--- config.mk ---
export PLATFORM = sky130hd
export DESIGN_NAME = z80_bus_responder
export DESIGN_NICKNAME = d
export VERILOG_FILES = /design/src/rtl/z80_bus_pkg.sv /design/src/rtl/z80_cycle_decoder.sv /design/src/rtl/z80_bus_responder.sv
export SDC_FILE = /design/constraint.sdc
export NUM_CORES = 1
export LEC_CHECK = 0
export ABC_CLOCK_PERIOD_IN_PS = 3100
export CAP_MARGIN = 40
export CORE_MARGIN = 4
export CORE_UTILIZATION = 42
export CTS_CLUSTER_SIZE = 30
export DETAILED_ROUTE_END_ITERATION = 7
export PLACE_DENSITY = 0.8
export REMOVE_ABC_BUFFERS = 1
export SLEW_MARGIN = 20
export SYNTH_ARGS = -nofsm -noshare
export SYNTH_HDL_FRONTEND = slang
export SYNTH_SLANG_ARGS = --single-unit
--- constraint.sdc ---
create_clock -name CLK_n -period 3.1 [get_ports CLK_n]
set_input_delay 0.62 -clock CLK_n [delete_from_list [all_inputs] [get_ports CLK_n]]
set_output_delay 0.62 -clock CLK_n [all_outputs]
set_load 0.01 [all_outputs]
--- src/rtl/z80_bus_pkg.sv ---
// Shared types for the Z80 bus responder: FSM states, cycle classes and the strobe decode.
// Combinational only; no latency, no backpressure.
// The decode function is shared with receiver-side bus monitors.
package z80_bus_pkg;

    typedef enum logic [1:0] {ST_IDLE, ST_REQ, ST_HOLD} state_t;
    typedef enum logic [1:0] {CYC_NONE, CYC_MEM, CYC_IO, CYC_INTA} cyc_t;

    // INTA wins over the others; refresh cycles never decode as MEM.
    function automatic cyc_t decode_cycle(input logic mreq_n, input logic iorq_n,
                                          input logic m1_n, input logic rd_n,
                                          input logic wr_n, input logic rfsh_n,
                                          input logic io_hit);
        cyc_t cyc;
        cyc = CYC_NONE;
        if (!iorq_n && !m1_n)
            cyc = CYC_INTA;
        else if (!mreq_n && rfsh_n && (!rd_n || !wr_n))
            cyc = CYC_MEM;
        else if (!iorq_n && m1_n && (!rd_n || !wr_n) && io_hit)
            cyc = CYC_IO;
        return cyc;
    endfunction

endpackage

--- src/rtl/z80_cycle_decoder.sv ---
// Classifies the current CPU strobes into NONE/MEM/IO/INTA, including the I/O port range compare.
// Purely combinational, zero latency; no backpressure.
// Only A[7:4] takes part in the I/O decode.
module z80_cycle_decoder
    import z80_bus_pkg::*;
#(
    parameter logic [7:0] IO_BASE = 8'h40
) (
    input  logic       MREQ_n,
    input  logic       IORQ_n,
    input  logic       M1_n,
    input  logic       RD_n,
    input  logic       WR_n,
    input  logic       RFSH_n,
    input  logic [3:0] io_nib,
    output cyc_t       cyc
);

    logic io_hit;

    assign io_hit = (io_nib == IO_BASE[7:4]);
    assign cyc    = decode_cycle(MREQ_n, IORQ_n, M1_n, RD_n, WR_n, RFSH_n, io_hit);

endmodule

--- src/rtl/z80_bus_responder.sv ---
// Z80 bus target: turns each decoded MEM/IO cycle into one req/ack backend transaction, answers INTA locally.
// bus_req one clock after cycle start; read data on D_out the clock after ack + minimum wait.
// Stretches the CPU with WAIT_n until the backend acks and MIN_WAIT cycles have elapsed.
module z80_bus_responder
    import z80_bus_pkg::*;
#(
    parameter int unsigned MIN_WAIT  = 1,
    parameter logic [7:0]  IO_BASE   = 8'h40,
    parameter logic [7:0]  IM_VECTOR = 8'hFF
) (
    input  logic        CLK_n,
    input  logic        RESET_n,
    input  logic [15:0] A,
    input  logic [7:0]  D_in,
    output logic [7:0]  D_out,
    output logic        D_oe,
    input  logic        M1_n,
    input  logic        MREQ_n,
    input  logic        IORQ_n,
    input  logic        RD_n,
    input  logic        WR_n,
    input  logic        RFSH_n,
    output logic        WAIT_n,
    output logic        bus_req,
    output logic        bus_we,
    output logic        bus_io,
    output logic [15:0] bus_addr,
    output logic [7:0]  bus_wdata,
    input  logic        bus_ack,
    input  logic [7:0]  bus_rdata
);

    localparam logic [3:0] MIN_WAIT_L = 4'(MIN_WAIT);

    cyc_t       cyc;
    state_t     state, state_nxt;
    logic [3:0] wait_cnt, wait_cnt_nxt;
    logic       done, aborted, is_rd, is_inta;
    logic       start, ack_now, done_now, min_ok, strobes_idle;

    z80_cycle_decoder #(.IO_BASE(IO_BASE)) u_dec (
        .MREQ_n (MREQ_n),
        .IORQ_n (IORQ_n),
        .M1_n   (M1_n),
        .RD_n   (RD_n),
        .WR_n   (WR_n),
        .RFSH_n (RFSH_n),
        .io_nib (A[7:4]),
        .cyc    (cyc)
    );

    assign start        = (cyc == CYC_MEM) || (cyc == CYC_IO);
    assign strobes_idle = MREQ_n & IORQ_n & RD_n & WR_n;
    assign wait_cnt_nxt = (wait_cnt != 4'd0) ? wait_cnt - 4'd1 : 4'd0;
    // Minimum wait is met in the cycle where the counter reaches zero, not the one after.
    assign min_ok       = (wait_cnt_nxt == 4'd0);
    assign ack_now      = (state == ST_REQ) && bus_ack && !done;
    assign done_now     = done || ack_now;

    always_comb begin
        state_nxt = state;
        WAIT_n    = 1'b1;
        bus_req   = 1'b0;
        D_oe      = 1'b0;
        case (state)
            ST_IDLE: begin
                if (start) begin
                    state_nxt = ST_REQ;
                    WAIT_n    = (MIN_WAIT_L == 4'd0);
                end else if (cyc == CYC_INTA) begin
                    state_nxt = ST_HOLD;
                end
            end
            ST_REQ: begin
                bus_req = !done;
                WAIT_n  = done_now && min_ok;
                // An abandoned CPU cycle still lets the backend finish, then skips HOLD.
                if (done_now && (aborted || strobes_idle))
                    state_nxt = ST_IDLE;
                else if (done_now && min_ok)
                    state_nxt = ST_HOLD;
            end
            ST_HOLD: begin
                D_oe = is_inta ? !IORQ_n : (is_rd && !RD_n);
                if (strobes_idle)
                    state_nxt = ST_IDLE;
            end
            default: state_nxt = ST_IDLE;
        endcase
    end

    always_ff @(posedge CLK_n) begin
        if (!RESET_n) begin
            state     <= ST_IDLE;
            wait_cnt  <= 4'd0;
            done      <= 1'b0;
            aborted   <= 1'b0;
            is_rd     <= 1'b0;
            is_inta   <= 1'b0;
            D_out     <= 8'h00;
            bus_addr  <= 16'h0000;
            bus_we    <= 1'b0;
            bus_io    <= 1'b0;
            bus_wdata <= 8'h00;
        end else begin
            state <= state_nxt;
            case (state)
                ST_IDLE: begin
                    if (start) begin
                        bus_addr  <= A;
                        bus_we    <= !WR_n;
                        bus_io    <= (cyc == CYC_IO);
                        bus_wdata <= D_in;
                        wait_cnt  <= MIN_WAIT_L;
                        done      <= 1'b0;
                        aborted   <= 1'b0;
                        is_rd     <= WR_n;
                        is_inta   <= 1'b0;
                    end else if (cyc == CYC_INTA) begin
                        D_out   <= IM_VECTOR;
                        is_inta <= 1'b1;
                        is_rd   <= 1'b0;
                    end
                end
                ST_REQ: begin
                    wait_cnt <= wait_cnt_nxt;
                    if (ack_now) begin
                        done <= 1'b1;
                        if (!bus_we && !aborted && !strobes_idle)
                            D_out <= bus_rdata;
                    end
                    if (strobes_idle)
                        aborted <= 1'b1;
                end
                default: ;
            endcase
        end
    end

endmodule

==> flow_metrics.py <==
metrics = {
    "sta": {
        "rsz0062_at_grt": "false",
        "period_needed_ps": 2880,
        "hold_viol_final": 0,
        "setup_viol": 0,
        "max_freq_ghz": 0.348,
        "slew_headroom": 0.602,
        "clock_skew_ps": 6.83,
        "hold-worst-slack_ps": 453,
        "tightestPinTransition_ps": 594,
        "slew_violations": 0,
        "finalCritPeriodShare": 0.928,
    },
    "synthesis": {
        "synth_most_common_cell": "nand2_1",
        "synth_cell_types": 42,
        "synth_ff_type": "dfxtp_1",
        "synth_common_cells": "52 x nand2_1, 44 x dfxtp_1, 20 x a21oi_1, 13 x a21boi_0, 9 x o221a_2",
        "syn_avg_cell_area_um2": 9.05,
        "synth_warnings": 0,
        "yosysSeqAreaShare": 0.482,
        "synth_edf_count": 0,
        "synth-async-reset-ratio": 0,
        "synth_cells": 202,
        "netlist.area_leader.share": 0.482,
        "synth.area.top_cells": "dfxtp_1 48%, nand2_1 11%, o221a_2 5.5%",
        "synth_top_area_cell": "dfxtp_1",
        "netlist_area_mm2": 0.00183,
        "synth-seq-cells": 44,
    },
    "placement": {
        "port_buffers": 77,
        "globalplace.congestion": 0.847,
        "dp_cells": 331,
        "place_area_mm2": 0.00272,
        "hpwl_um": 3560,
    },
    "global_routing": {
        "grt_pass1_wl_um": 7520,
        "grt.total_usage": 0.180,
        "overflow": 0,
        "grt_max_degree": 29,
        "antenna_found_initial": 0,
        "grt_pass1_vias": 1601,
    },
    "drt": {
        "dr.pass1.iters": 4,
        "ant_nets": 0,
        "wl_per_cell_um": 14.6,
        "drc_errors": 0,
        "wirelength_um": 4980,
        "via_per_inst": 5.24,
        "num_vias": 1787,
        "first_iter_violations": 58,
    },
    "clocking": {
        "cts_buffers": 5,
        "cts_sinks": 44,
        "cts_tree": "done",
        "clock_insertion_delay_worst_skew_ps": 300,
        "cts-root-buf": "clkbuf_8",
        "cts.htree.levels": 2,
        "clk_path_buf_depth": 2,
        "holdBufCountCts": 0,
        "clk_pin_slew_worst_paths_ps": 80,
    },
    "worst_setup_path": {
        "cp_max_fo": 2,
        "critical_path_class": "in2out",
        "arrival_ps": 2260,
        "required_ps": 2480,
        "worst_setup_path_start_kind": "primary input",
        "cp-end-kind": "output port",
        "ff2ff_setup_slack_ps": 1400,
    },
    "die": {
        "die_w_um": 74.0,
        "start_util": 0.444,
        "dieArea_mm2": 0.00547,
        "dieHeight_um": 74.0,
        "core-area_mm2": 0.00412,
        "fp-row-count": 23,
        "ios": 78,
    },
    "pwr": {
        "powerDensity_mw_per_mm2": 518,
        "peakVddDrop_mv": 0.256,
        "p_total_w": 0.00149,
        "leakage_nw": 1.10,
    },
    "layout": {
        "drive_above_1_share": 0.144,
        "area.growth.synth_to_final_pct": 57.1,
        "stdcell_area_mm2": 0.00287,
        "num_antenna_cells": 0,
        "instances_no_fill": 341,
        "final_nets": 334,
        "final.fill_count": 341,
    },
    "run": {
        "cap_viol_max_count": 0,
    },
    "status": {
        "outcome": "complete, no violations",
    },
    "min_path": {
        "hold_path.class": "reg2reg",
    },
}
## layout by cell type, fill, tap and decap left out, types with 3 or more instances in the layout
cell,Yosys,layout
o21ai_0,3,3
buf_4,1,14
nand2_1,52,52
a21boi_0,13,13
dfxtp_1,44,44
nand2b_1,5,5
clkbuf_8,1,5
clkdlybuf4s50_1,0,72
nor2_1,3,3
inv_1,3,3
o221a_2,9,9
ha_1,3,3
dlymetal6s2s_1,0,3
a21oi_1,20,18
## layer usage
metal,GRT usage,wire (um),share of wire,vias up
met5,0,0,0,-
met4,0.0604,64,0.013,0
met3,0.0514,374,0.075,7
met2,0.297,2330,0.47,56
met1,0.227,2210,0.44,832
li1,-,-,-,892
## sequential cells by signal (all words and copies together) (netlist names)
register	count
D_out	8
aborted	1
bus_addr	16
bus_io	1
bus_wdata	8
bus_we	1
done	1
is_inta	1
is_rd	1
state	2
wait_cnt	4
## final cells by class
class | instances | area, um2 | area share
multi-input cells | 143 | 905 | 0.315
clock inverters | 3 | 42.5 | 0.0148
repair buffers | 92 | 897 | 0.312
flip-flops and latches | 44 | 881 | 0.307
inverters | 4 | 15.0 | 0.00523
well taps | 50 | 62.6 | 0.0218
clock buffers | 5 | 68.8 | 0.0240
## stage by stage
step                      setup slack (ps)  utilization  TNS (ps)
final                                  225        0.698         0
after global routing                  93.8        0.698         0
after CTS                             23.7        0.691         0
after detailed placement              -530        0.660     -1630
after global placement                -576        0.660     -3120
after floorplan                       -769            -     -8280
## kinds of logic (layout without fill, tap and decap cells)
family                     after synthesis  in the layout  share of synthesized area
and+or+nand+nor                         80             80                      0.214
AOI/OAI and AO/OA                       58             58                      0.232
DFF                                     44             44                      0.482
buffers and inverters                   15            104                     0.0411
adders and majority gates                3              3                     0.0205
muxes                                    2              2                     0.0110
## worst max-delay path, stage by stage
cell and delay [ps]:
dlygate4sd2_1 270, nor4b_4 260, buf_4 150, nand3_2 90, a21oi_2 170, ha_1 250
nor3b_2 170, a21oi_2 130, buf_2 140
## power by group
part	internal [W]	total, W	switching, W	leakage, nW
sequential	0.000622	0.000662	0.0000400	0.360
combinational	0.000218	0.000398	0.000180	0.686
clock	0.000238	0.000429	0.000190	0.0541
## what timing repair did
item / in CTS / in global routing
pin swaps: 3 / 3
buffers inserted: 1 / 1
setup endpoints to repair: 1 / 1
hold endpoints to repair: 0 / 0
gates resized for setup: 8 / 5
## worst paths after layout
check	cells past startpoint	endpoint	from
max	9	WAIT_n	A[4]
max reg2reg	3	D_out[1]$_SDFFE_PN0P_	state[0]$_SDFFE_PN0P_
min reg2reg	2	bus_wdata[1]$_SDFFE_PN0N_	bus_wdata[1]$_SDFFE_PN0N_
min	2	bus_wdata[1]$_SDFFE_PN0N_	bus_wdata[1]$_SDFFE_PN0N_
Power figures use the tool's default switching activity.
